## config.mk

```make
export PLATFORM = sky130hd
export DESIGN_NAME = ccd_linear_timing
export DESIGN_NICKNAME = d
export VERILOG_FILES = /design/src/rtl/ccd_pkg.sv /design/src/rtl/ccd_mclk_div.sv /design/src/rtl/ccd_linear_timing.sv
export SDC_FILE = /design/constraint.sdc
export NUM_CORES = 1
export LEC_CHECK = 0
export BUFFER_PORTS_ARGS = -buffer_cell sky130_fd_sc_hd__buf_2
export CAP_MARGIN = 20
export CELL_PAD_IN_SITES_DETAIL_PLACEMENT = 1
export CELL_PAD_IN_SITES_GLOBAL_PLACEMENT = 1
export CORE_ASPECT_RATIO = 0.6
export CORE_MARGIN = 5
export CORE_UTILIZATION = 48
export CTS_BUF_LIST = sky130_fd_sc_hd__clkbuf_4
export CTS_CLUSTER_SIZE = 24
export DETAILED_ROUTE_END_ITERATION = 7
export GPL_ROUTABILITY_DRIVEN = 1
export PLACE_DENSITY = 0.93
export SLEW_MARGIN = 20
export SYNTH_ARGS = -nofsm -noshare
export SYNTH_HDL_FRONTEND = slang
export SYNTH_SLANG_ARGS = --single-unit
```

## constraint.sdc

```tcl
create_clock -name Master_clk -period 4.82 [get_ports Master_clk]
set_input_delay 0.482 -clock Master_clk [delete_from_list [all_inputs] [get_ports Master_clk]]
set_output_delay 0.482 -clock Master_clk [all_outputs]
set_load 0.1 [all_outputs]
```

## src/rtl/ccd_pkg.sv

```systemverilog
// Shared types and default timing for the linear CCD sequencer.
// States, default drive timing and width helpers.
package ccd_pkg;

  typedef enum logic [2:0] {
    S_IDLE,
    S_LEAD,
    S_SH,
    S_TAIL,
    S_READ,
    S_GAP
  } state_e;

  localparam int DEF_CLK_DIV = 25;
  localparam int DEF_PIXELS  = 3694;
  localparam int DEF_T_LEAD  = 1;
  localparam int DEF_SH_W    = 2;
  localparam int DEF_T_TAIL  = 2;

  // Bits needed to hold the value v itself (never less than one).
  function automatic int bits_for(input longint v);
    if (v < 2) return 1;
    return $clog2(v + 1);
  endfunction

  // Bits for a 0..n-1 pixel index.
  function automatic int idx_bits(input int n);
    if (n < 2) return 1;
    return $clog2(n);
  endfunction

  function automatic int max2(input int a, input int b);
    return (a > b) ? a : b;
  endfunction

endpackage

```

## src/rtl/ccd_mclk_div.sv

```systemverilog
// fM divider: free-running CCD_M with one-cycle strobes
// flagging the cycle before each rising/falling edge.
module ccd_mclk_div
  import ccd_pkg::*;
#(
  parameter int CLK_DIV = DEF_CLK_DIV
) (
  input  logic i_clk,
  input  logic i_rst_n,
  output logic o_m,
  output logic o_m_rise,
  output logic o_m_fall
);

  localparam int DW = bits_for(CLK_DIV - 1);

  logic [DW-1:0] r_cnt;
  logic          r_m;
  logic          w_tc;

  assign w_tc = (r_cnt == DW'(CLK_DIV - 1));

  // Count to the terminal value, then toggle CCD_M.
  always_ff @(posedge i_clk or negedge i_rst_n) begin
    if (!i_rst_n) begin
      r_cnt <= '0;
      r_m   <= 1'b0;
    end else if (w_tc) begin
      r_cnt <= '0;
      r_m   <= ~r_m;
    end else begin
      r_cnt <= r_cnt + DW'(1);
    end
  end

  assign o_m      = r_m;
  assign o_m_rise = w_tc & ~r_m;
  assign o_m_fall = w_tc & r_m;

endmodule

```

## src/rtl/ccd_linear_timing.sv

```systemverilog
// Linear CCD timing generator: CCD_M / SH / ICG drive plus pixel strobes.
// Optional electronic shutter when CCD_SHUTTER_EN is defined.
module ccd_linear_timing
  import ccd_pkg::*;
#(
  parameter int CLK_DIV = DEF_CLK_DIV,
  parameter int PIXELS  = DEF_PIXELS,
  parameter int T_LEAD  = DEF_T_LEAD,
  parameter int SH_W    = DEF_SH_W,
  parameter int T_TAIL  = DEF_T_TAIL,
  parameter int INT_W   = 20
) (
  input  logic                          Master_clk,
  input  logic                          rst,
  input  logic                          start,
  input  logic                          continuous,
  input  logic [INT_W-1:0]              int_time,
  output logic                          CCD_M,
  output logic                          CCD_SH,
  output logic                          CCD_ICG,
  output logic                          pix_valid,
  output logic [idx_bits(PIXELS)-1:0]   pix_idx,
  output logic                          frame_done,
  output logic                          busy
);

  localparam int IDX_W = idx_bits(PIXELS);
  localparam int CW = max2(
    max2(bits_for(PIXELS), INT_W),
    max2(bits_for(T_LEAD),
      max2(bits_for(SH_W), bits_for(T_TAIL))));

  state_e           r_state;
  state_e           w_state_nx;
  logic [CW-1:0]    r_cnt;
  logic [CW-1:0]    w_cnt_nx;
  logic [CW-1:0]    w_dur;
  logic [CW-1:0]    r_gap;
  logic [CW-1:0]    w_gap_in;
  logic [IDX_W-1:0] r_idx;
  logic [IDX_W-1:0] w_idx_nx;
  logic             r_pend;
  logic             w_pend_nx;
  logic             r_icg;
  logic             r_sh;
  logic             w_mr;
  logic             w_mf;
  logic             w_last;
  logic             w_load;
  logic             w_done;
  logic             w_icg_lo_nx;
  logic             w_shut;

  ccd_mclk_div #(
    .CLK_DIV (CLK_DIV)
  ) u_div (
    .i_clk    (Master_clk),
    .i_rst_n  (rst),
    .o_m      (CCD_M),
    .o_m_rise (w_mr),
    .o_m_fall (w_mf)
  );

  assign w_gap_in = (int_time == '0) ? CW'(1)
                                     : CW'(int_time);

  // Length of the current state in fM periods.
  always_comb begin
    w_dur = CW'(1);
    unique case (r_state)
      S_LEAD:  w_dur = CW'(T_LEAD);
      S_SH:    w_dur = CW'(SH_W);
      S_TAIL:  w_dur = CW'(T_TAIL);
      S_READ:  w_dur = CW'(PIXELS);
      S_GAP:   w_dur = r_gap;
      default: w_dur = CW'(1);
    endcase
  end

  assign w_last = (r_cnt == w_dur - CW'(1));

  // Next state: moves only on m_rise; start held pending in IDLE.
  always_comb begin
    w_state_nx = r_state;
    w_cnt_nx   = r_cnt;
    w_pend_nx  = r_pend;
    w_load     = 1'b0;
    w_done     = 1'b0;
    if (r_state == S_IDLE) begin
      if (w_mr && (r_pend || start || continuous)) begin
        w_state_nx = S_LEAD;
        w_pend_nx  = 1'b0;
        w_load     = 1'b1;
      end else if (start) begin
        w_pend_nx = 1'b1;
      end
    end else if (w_mr) begin
      if (w_last) begin
        w_cnt_nx = '0;
        unique case (r_state)
          S_LEAD: w_state_nx = S_SH;
          S_SH:   w_state_nx = S_TAIL;
          S_TAIL: w_state_nx = S_READ;
          S_READ: w_state_nx = S_GAP;
          S_GAP: begin
            w_done = 1'b1;
            if (continuous) begin
              w_state_nx = S_LEAD;
              w_load     = 1'b1;
            end else begin
              w_state_nx = S_IDLE;
            end
          end
          default: w_state_nx = S_IDLE;
        endcase
      end else begin
        w_cnt_nx = r_cnt + CW'(1);
      end
    end
  end

  assign w_icg_lo_nx = (w_state_nx == S_LEAD) ||
                       (w_state_nx == S_SH)   ||
                       (w_state_nx == S_TAIL);

  // Pixel index advances after each strobe, holds on the last pixel.
  always_comb begin
    w_idx_nx = r_idx;
    if (w_state_nx != S_READ) begin
      w_idx_nx = '0;
    end else if (r_state == S_READ && w_mf &&
                 r_idx != IDX_W'(PIXELS - 1)) begin
      w_idx_nx = r_idx + IDX_W'(1);
    end
  end

`ifdef CCD_SHUTTER_EN
  localparam int SW_W = bits_for(SH_W);

  logic [CW-1:0]   r_ph;
  logic [CW-1:0]   w_ph_nx;
  logic [SW_W-1:0] r_shl;
  logic [SW_W-1:0] w_shl_nx;
  logic            w_ro;
  logic            w_ro_nx;

  assign w_ro    = (r_state == S_READ) ||
                   (r_state == S_GAP);
  assign w_ro_nx = (w_state_nx == S_READ) ||
                   (w_state_nx == S_GAP);

  // Shutter phase counts fM periods since ICG rise, mod int_time.
  always_comb begin
    w_ph_nx  = r_ph;
    w_shl_nx = r_shl;
    if (!w_ro_nx) begin
      w_ph_nx  = '0;
      w_shl_nx = '0;
    end else if (w_mr && w_ro) begin
      if (r_ph == r_gap - CW'(1)) w_ph_nx = '0;
      else                        w_ph_nx = r_ph + CW'(1);
      if (w_ph_nx == '0)          w_shl_nx = SW_W'(SH_W);
      else if (r_shl != '0)       w_shl_nx = r_shl - SW_W'(1);
    end
  end

  // Shutter phase and remaining pulse length registers.
  always_ff @(posedge Master_clk or negedge rst) begin
    if (!rst) begin
      r_ph  <= '0;
      r_shl <= '0;
    end else begin
      r_ph  <= w_ph_nx;
      r_shl <= w_shl_nx;
    end
  end

  assign w_shut = (w_shl_nx != '0);
`else
  assign w_shut = 1'b0;
`endif

  // State, counters and registered sensor drive lines.
  always_ff @(posedge Master_clk or negedge rst) begin
    if (!rst) begin
      r_state <= S_IDLE;
      r_cnt   <= '0;
      r_pend  <= 1'b0;
      r_gap   <= CW'(1);
      r_icg   <= 1'b1;
      r_sh    <= 1'b0;
      r_idx   <= '0;
    end else begin
      r_state <= w_state_nx;
      r_cnt   <= w_cnt_nx;
      r_pend  <= w_pend_nx;
      if (w_load) r_gap <= w_gap_in;
      r_icg   <= ~w_icg_lo_nx;
      r_sh    <= (w_state_nx == S_SH) | w_shut;
      r_idx   <= w_idx_nx;
    end
  end

  assign CCD_ICG    = r_icg;
  assign CCD_SH     = r_sh;
  assign pix_idx    = r_idx;
  assign pix_valid  = (r_state == S_READ) & w_mf;
  assign frame_done = w_done;
  assign busy       = (r_state != S_IDLE);

endmodule
```

### Word-level counts from Yosys, hierarchy flattened

Index checks and enable logic that the tools add are counted.
W data, S select, Z words.

| word-level totals | value |
|---|---|
| flip-flop bits (word level) | 64 |
| latch bits | 0 |
| bits in writable memories | 0 |
| memory bits (read-only) | 0 |
| bits of input ports | 24 |
| output and inout port bits | 18 |
| memories kept | 0 |

| operators by class | value |
|---|---|
| $add $sub $neg | 4 |
| multiply operators | 0 |
| divide/modulo/power cells | 0 |
| order comparisons | 0 |
| eq/ne operators | 12 |
| shifts and indexed selects | 0 |
| muxes and demuxes | 24 |
| bitwise gates (word level) | 6 |
| reduce and logical (&&, ||, !) cells | 15 |

Operator list:

| cell | count |
|---|---|
| $pmux W20 S3 | 1 |
| $mux W20 | 2 |
| $mux W12 | 2 |
| $add A20 B1 Y20 const B | 1 |
| $eq A20 B20 Y1 | 1 |
| $logic_not A20 Y1 | 1 |
| $sub A20 B1 Y20 const B | 1 |
| $pmux W3 S5 | 1 |
| $mux W1 | 13 |
| $add A12 B1 Y12 const B | 1 |
| $eq A3 B2 Y1 const B | 4 |
| $mux W3 | 4 |
| $ne A12 B12 Y1 const B | 1 |
| $eq A3 B1 Y1 const B | 2 |
| $eq A3 B3 Y1 const B | 2 |
| $add A5 B1 Y5 const B | 1 |
| $eq A5 B5 Y1 const B | 1 |
| $mux W5 | 1 |
| $logic_or A1 B1 Y1 | 4 |
| $reduce_and A2 Y1 | 2 |
| $reduce_bool A2 Y1 | 2 |
| $and A1 B1 Y1 | 3 |
| $logic_and A1 B1 Y1 | 3 |
| $logic_not A3 Y1 | 1 |
| other kinds (4) | 6 |

### Longest topological paths before layout

| depth | value |
|---|---|
| word-level depth | 12 |
| depth in mapped cells | 16 |
| mapped depth without buffers | 12 |

### Modules after synthesis

From an unflattened synthesis, not the netlist that was laid out.

| unflattened totals | value |
|---|---|
| cells, all modules | 453 |
| area, all modules | 4290.4 µm² |

By module, submodules not included:

| module | instances | cells each | area an instance (µm²) |
|---|---|---|---|
| ccd_linear_timing | 1 | 424 | 3997.6 |
| ccd_mclk_div | 1 | 29 | 292.8 |

### Least setup slack after synthesis

OpenSTA, ideal clock, no wires.

| timing path | value |
|---|---|
| kind | reg2out |
| start point | register r_state[2] |
| end point | output frame_done |
| data arrival time | 5852 ps |
| required time | 4338 ps |
| slack | -1514 ps |
| stages on the path, launching flop included | 14 |
| path buffers | 3 |
| cells stage by stage | dfrtp_1 > buf_2 > nor2b_2 > buf_2 > a21oi_1 > ha_1 > nor4bb_1 > and4_1 > clkbuf_2 > a21oi_1 > a2111o_1 > a311oi_2 > nand2_2 > nor4_1 |

| between the ends | value |
|---|---|
| cells in the longest elaborated chain, start to end | 8 |
| elaborated cells between the ends (all ways) | 13 |
| classes of those cells | add/sub (1); eq/ne (5); mux (5); reduce/logical (2) |

RTL lines:

| element | line | text |
|---|---|---|
| from (decl) | ccd_linear_timing.sv:33 | `state_e r_state;` |
| from (signal assigned) | ccd_linear_timing.sv:194 | `r_state <= w_state_nx;` |
| $eq A3 B2 Y1 | ccd_linear_timing.sv:70 | `unique case (r_state)` |
| $reduce_or A2 Y1 (no source line) | -- |  |
| $pmux W20 S3 | ccd_linear_timing.sv:70 |  |
| $sub A20 B1 Y20 | ccd_linear_timing.sv:80 | `assign w_last = (r_cnt == w_dur - CW'(1));` |
| $eq A20 B20 Y1 | ccd_linear_timing.sv:80 |  |
| $mux W1 | ccd_linear_timing.sv:98 | `if (w_last) begin` |
| $mux W1 | ccd_linear_timing.sv:97 | `end else if (w_mr) begin` |
| $mux W1 * | ccd_linear_timing.sv:89 | `if (r_state == S_IDLE) begin` |
| to (decl) | ccd_linear_timing.sv:23 | `output logic frame_done,` |

Every way passes the cells marked *; elsewhere a longest branch is shown, timed or not.

### Final worst setup path

Ends and elaborated chain as after synthesis.

==> impl_metrics.py <==
metrics = {
    "run_status": {
        "status": "finished clean",
    },
    "cts": {
        "h-tree-depth": 3,
        "cts_tree": "done",
        "cts_max_path_buffers": 2,
        "cts_hold_buf": 0,
        "cts_root_buffer": "clkbuf_4",
        "cts_buffers": 9,
        "cts_sinks": 64,
        "cts.reportedPaths.clkPinSlew_ns": 0.11,
        "clock_latency_ns": 0.43,
    },
    "finish": {
        "areaGrowthSynthToFinish_pct": 10.8,
        "n_antenna_cell": 0,
        "drive_gt1_share_pct": 20.8,
        "fin_util_pct": 55.1,
        "multi_input_area_sq_um": 2530,
        "fin_nets": 530,
        "nFillCells": 1023,
        "register_area_sq_um": 1610,
    },
    "yosys": {
        "yosysSeqAreaShare_pct": 37.4,
        "syn_area_sq_um": 4290,
        "synth_edf_count": 0,
        "yosys_warnings": 0,
        "synth_cells": 464,
        "synth_nets": 494,
        "synth.distinct_cells": 71,
        "ys_ff_latch": 64,
        "synth_area_per_cell_sq_um": 9.25,
        "synth_ff_type": "dfrtp_1",
        "ys_async_sr_fraction_pct": 100,
    },
    "drt": {
        "route.detailed.drc": 0,
        "first_iter_violations": 319,
        "routedWlPerCell_um": 20.8,
        "drtPass1Iterations": 4,
        "ant_nets": 0,
        "wl_met1_mm": 6.19,
        "top_layer": "met4",
        "vias": 3749,
        "wl_met3_um": 889,
        "routed_wirelength_mm": 12.9,
        "wl_met2_mm": 5.59,
        "via_per_inst": 6.08,
    },
    "critical_path": {
        "crit_family": "simple AND/OR/NAND/NOR gates",
        "cp-start-kind": "flip-flop",
        "rrSetupSlack_ns": 0.54,
        "critPathMaxFanout": 12,
        "rr_worst_depth": 15,
        "crit_chain": "buf_4, nor2b_1, a21o_1, ha_1, nor4bb_2, and4_1, a21oi_1, a2111o_1, a311oi_2, nand2_2, nor4_4, buf_12",
        "required_ns": 4.34,
        "critPathKind": "reg -> out",
        "end_kind": "output port",
        "cp.depth": 12,
        "arrival_ns": 4.17,
        "path_buf_inv": 2,
        "slowest_delay_ns": 0.43,
        "cp_slowest_cell": "nor4bb_2",
    },
    "timing": {
        "worst_pin_slew_ns": 0.828,
        "hold_violations": 0,
        "finalSetupViolCount": 0,
        "fmax_ghz": 0.215,
        "fin_tns_setup_ns": 0,
        "finalCritPeriodShare_pct": 96.4,
        "slew_headroom_pct": 44.4,
        "fin_ws_ns": 0.172,
        "period_needed_ns": 4.65,
        "hold_ws_ns": 0.204,
        "drv_slew": 0,
        "clock_skew_ns": 0.0228,
    },
    "global_route": {
        "grt_pass1_vias": 3823,
        "grt_max_degree": 65,
        "grt_use_total_pct": 23.2,
        "antenna_found_initial": 0,
        "grt_pass1_wl_mm": 20.4,
        "grt-ovfl-total": 0,
    },
    "power": {
        "leakage_nw": 2.10,
        "pwr_density_cell_nw_per_um2": 182,
        "peakVddDrop_mv": 0.169,
    },
    "run": {
        "cap_violations": 0,
    },
    "die": {
        "rows": 26,
        "die_area_sq_um": 11000,
        "dieWidth_um": 132,
        "die_y_um": 83.2,
        "start_util_pct": 49.8,
        "core_sq_um": 8620,
        "ios": 42,
    },
    "place": {
        "port-buffer-count": 41,
        "dpl.hpwl_mm": 9.71,
        "dp_slack_ns": 0.259,
        "place.gp.congestion": 0.928,
    },
    "min_path": {
        "hold_path.class": "in -> async",
    },
}
## stage by stage
| step | power [mW] | cell area [sq um] | instances |
|---|---|---|---|
| 3_3_place_gp | 0.572 | 4600 | 597 |
| 6_report | 0.867 | 4750 | 617 |
| 5_1_grt | 0.904 | 4750 | 617 |
| 2_1_floorplan | 0.549 | 4310 | 464 |
| 3_5_place_dp | 0.574 | 4600 | 597 |
| 4_1_cts | 0.878 | 4720 | 613 |
## sequential cells by signal, summed over array words and instances, names as in the netlist
register     count
r_cnt           20
u_div.o_m        1
CCD_SH           1
pix_idx         12
CCD_ICG          1
r_gap           20
u_div.r_cnt      5
r_state          3
r_pend           1
## cells by family after synthesis
group	Yosys count	share of synthesized area, %
muxes	25	8.19
buffers and inverters	43	4.23
and+or+nand+nor	198	25.4
adders and majority gates	6	1.75
AOI/OAI and AO/OA	72	11.6
DFF	64	37.4
xor gates and xnor gates	56	11.4
## layout make-up
type	instances	share of cell area, %
inverter	14	1.11
clock inverter	5	0.500
clock buffer	11	1.74
timing repair buffer	54	6.69
multi-input combinational	357	53.3
sequential	64	33.8
tap	112	2.95
## cells in the final DEF (no fill, tap or decap), types with 8 or more instances in the layout
cell type	count
a21oi_1	11
a31oi_1	8
and3_1	10
buf_2	40
buf_4	13
clkbuf_4	11
dfrtp_1	61
inv_1	14
mux2_4	20
nand2_1	33
nand3_1	15
nand4_1	10
nor2_1	61
nor4_1	10
o21ai_0	18
xnor2_1	30
xor2_1	26
## power breakdown
part | switching (mW) | leakage [nW] | internal, mW
Sequential | 0 | 0.862 | 0.537
Combinational | 0.0172 | 1.17 | 0.00825
Clock | 0.192 | 0.0678 | 0.113
Total | 0.210 | 2.10 | 0.657
## worst reg2reg max path, stage by stage, from the launching register on
cell and delay (ns):
dfrtp_1 0.41, buf_4 0.18, nor2b_1 0.21, a21o_1 0.16, ha_1 0.30, nor4bb_2 0.43
and4_1 0.37, a21oi_1 0.11, a2111o_1 0.41, a311oi_2 0.35, nand2_2 0.19, nor3_4 0.29
buf_4 0.22, mux2i_1 0.21, buf_4 0.22, a211oi_1 0.07
## path summary, 6_finish.rpt
check | from | end
worst max-delay path | r_state[2]$_DFF_PN0_ | frame_done
worst min-delay path | rst | r_gap[14]$_DFFE_PN0P_
worst max register to register | r_state[2]$_DFF_PN0_ | pix_idx[1]$_DFFE_PN0P_
worst min register to register | u_div.r_cnt[0]$_DFF_PN0_ | u_div.r_cnt[0]$_DFF_PN0_
max in group asynchronous | rst | r_cnt[3]$_DFFE_PN0P_
min in group Master_clk | int_time[14] | r_gap[14]$_DFFE_PN0P_
## cell usage after synthesis (11+ instances only)
master	n	area share, %
clkbuf_1	21	1.8
nand3_1	15	1.7
mux2_4	20	7.0
xor2_1	26	5.3
nand2_1	33	2.9
nor2_1	61	5.3
nor4_1	11	1.6
dfrtp_1	62	36
xnor2_1	30	6.1
a21oi_1	11	1.3
o21ai_0	18	2.1
inv_1	14	1.2
## routing by layer
metal / track usage (%) / vias to the layer above
li1: - / 1725
met4: 6.44 / 0
met3: 6.46 / 16
met1: 34.1 / 1886
met5: 0 / -
met2: 33.2 / 122
## what timing repair did
item | in CTS | in global routing
endpoints found under the setup margin | 1 | 1
gates cloned | 0 | 0
gates resized for setup | 2 | 1
setup buffers | 0 | 4
(Power assumes the default switching activity.)
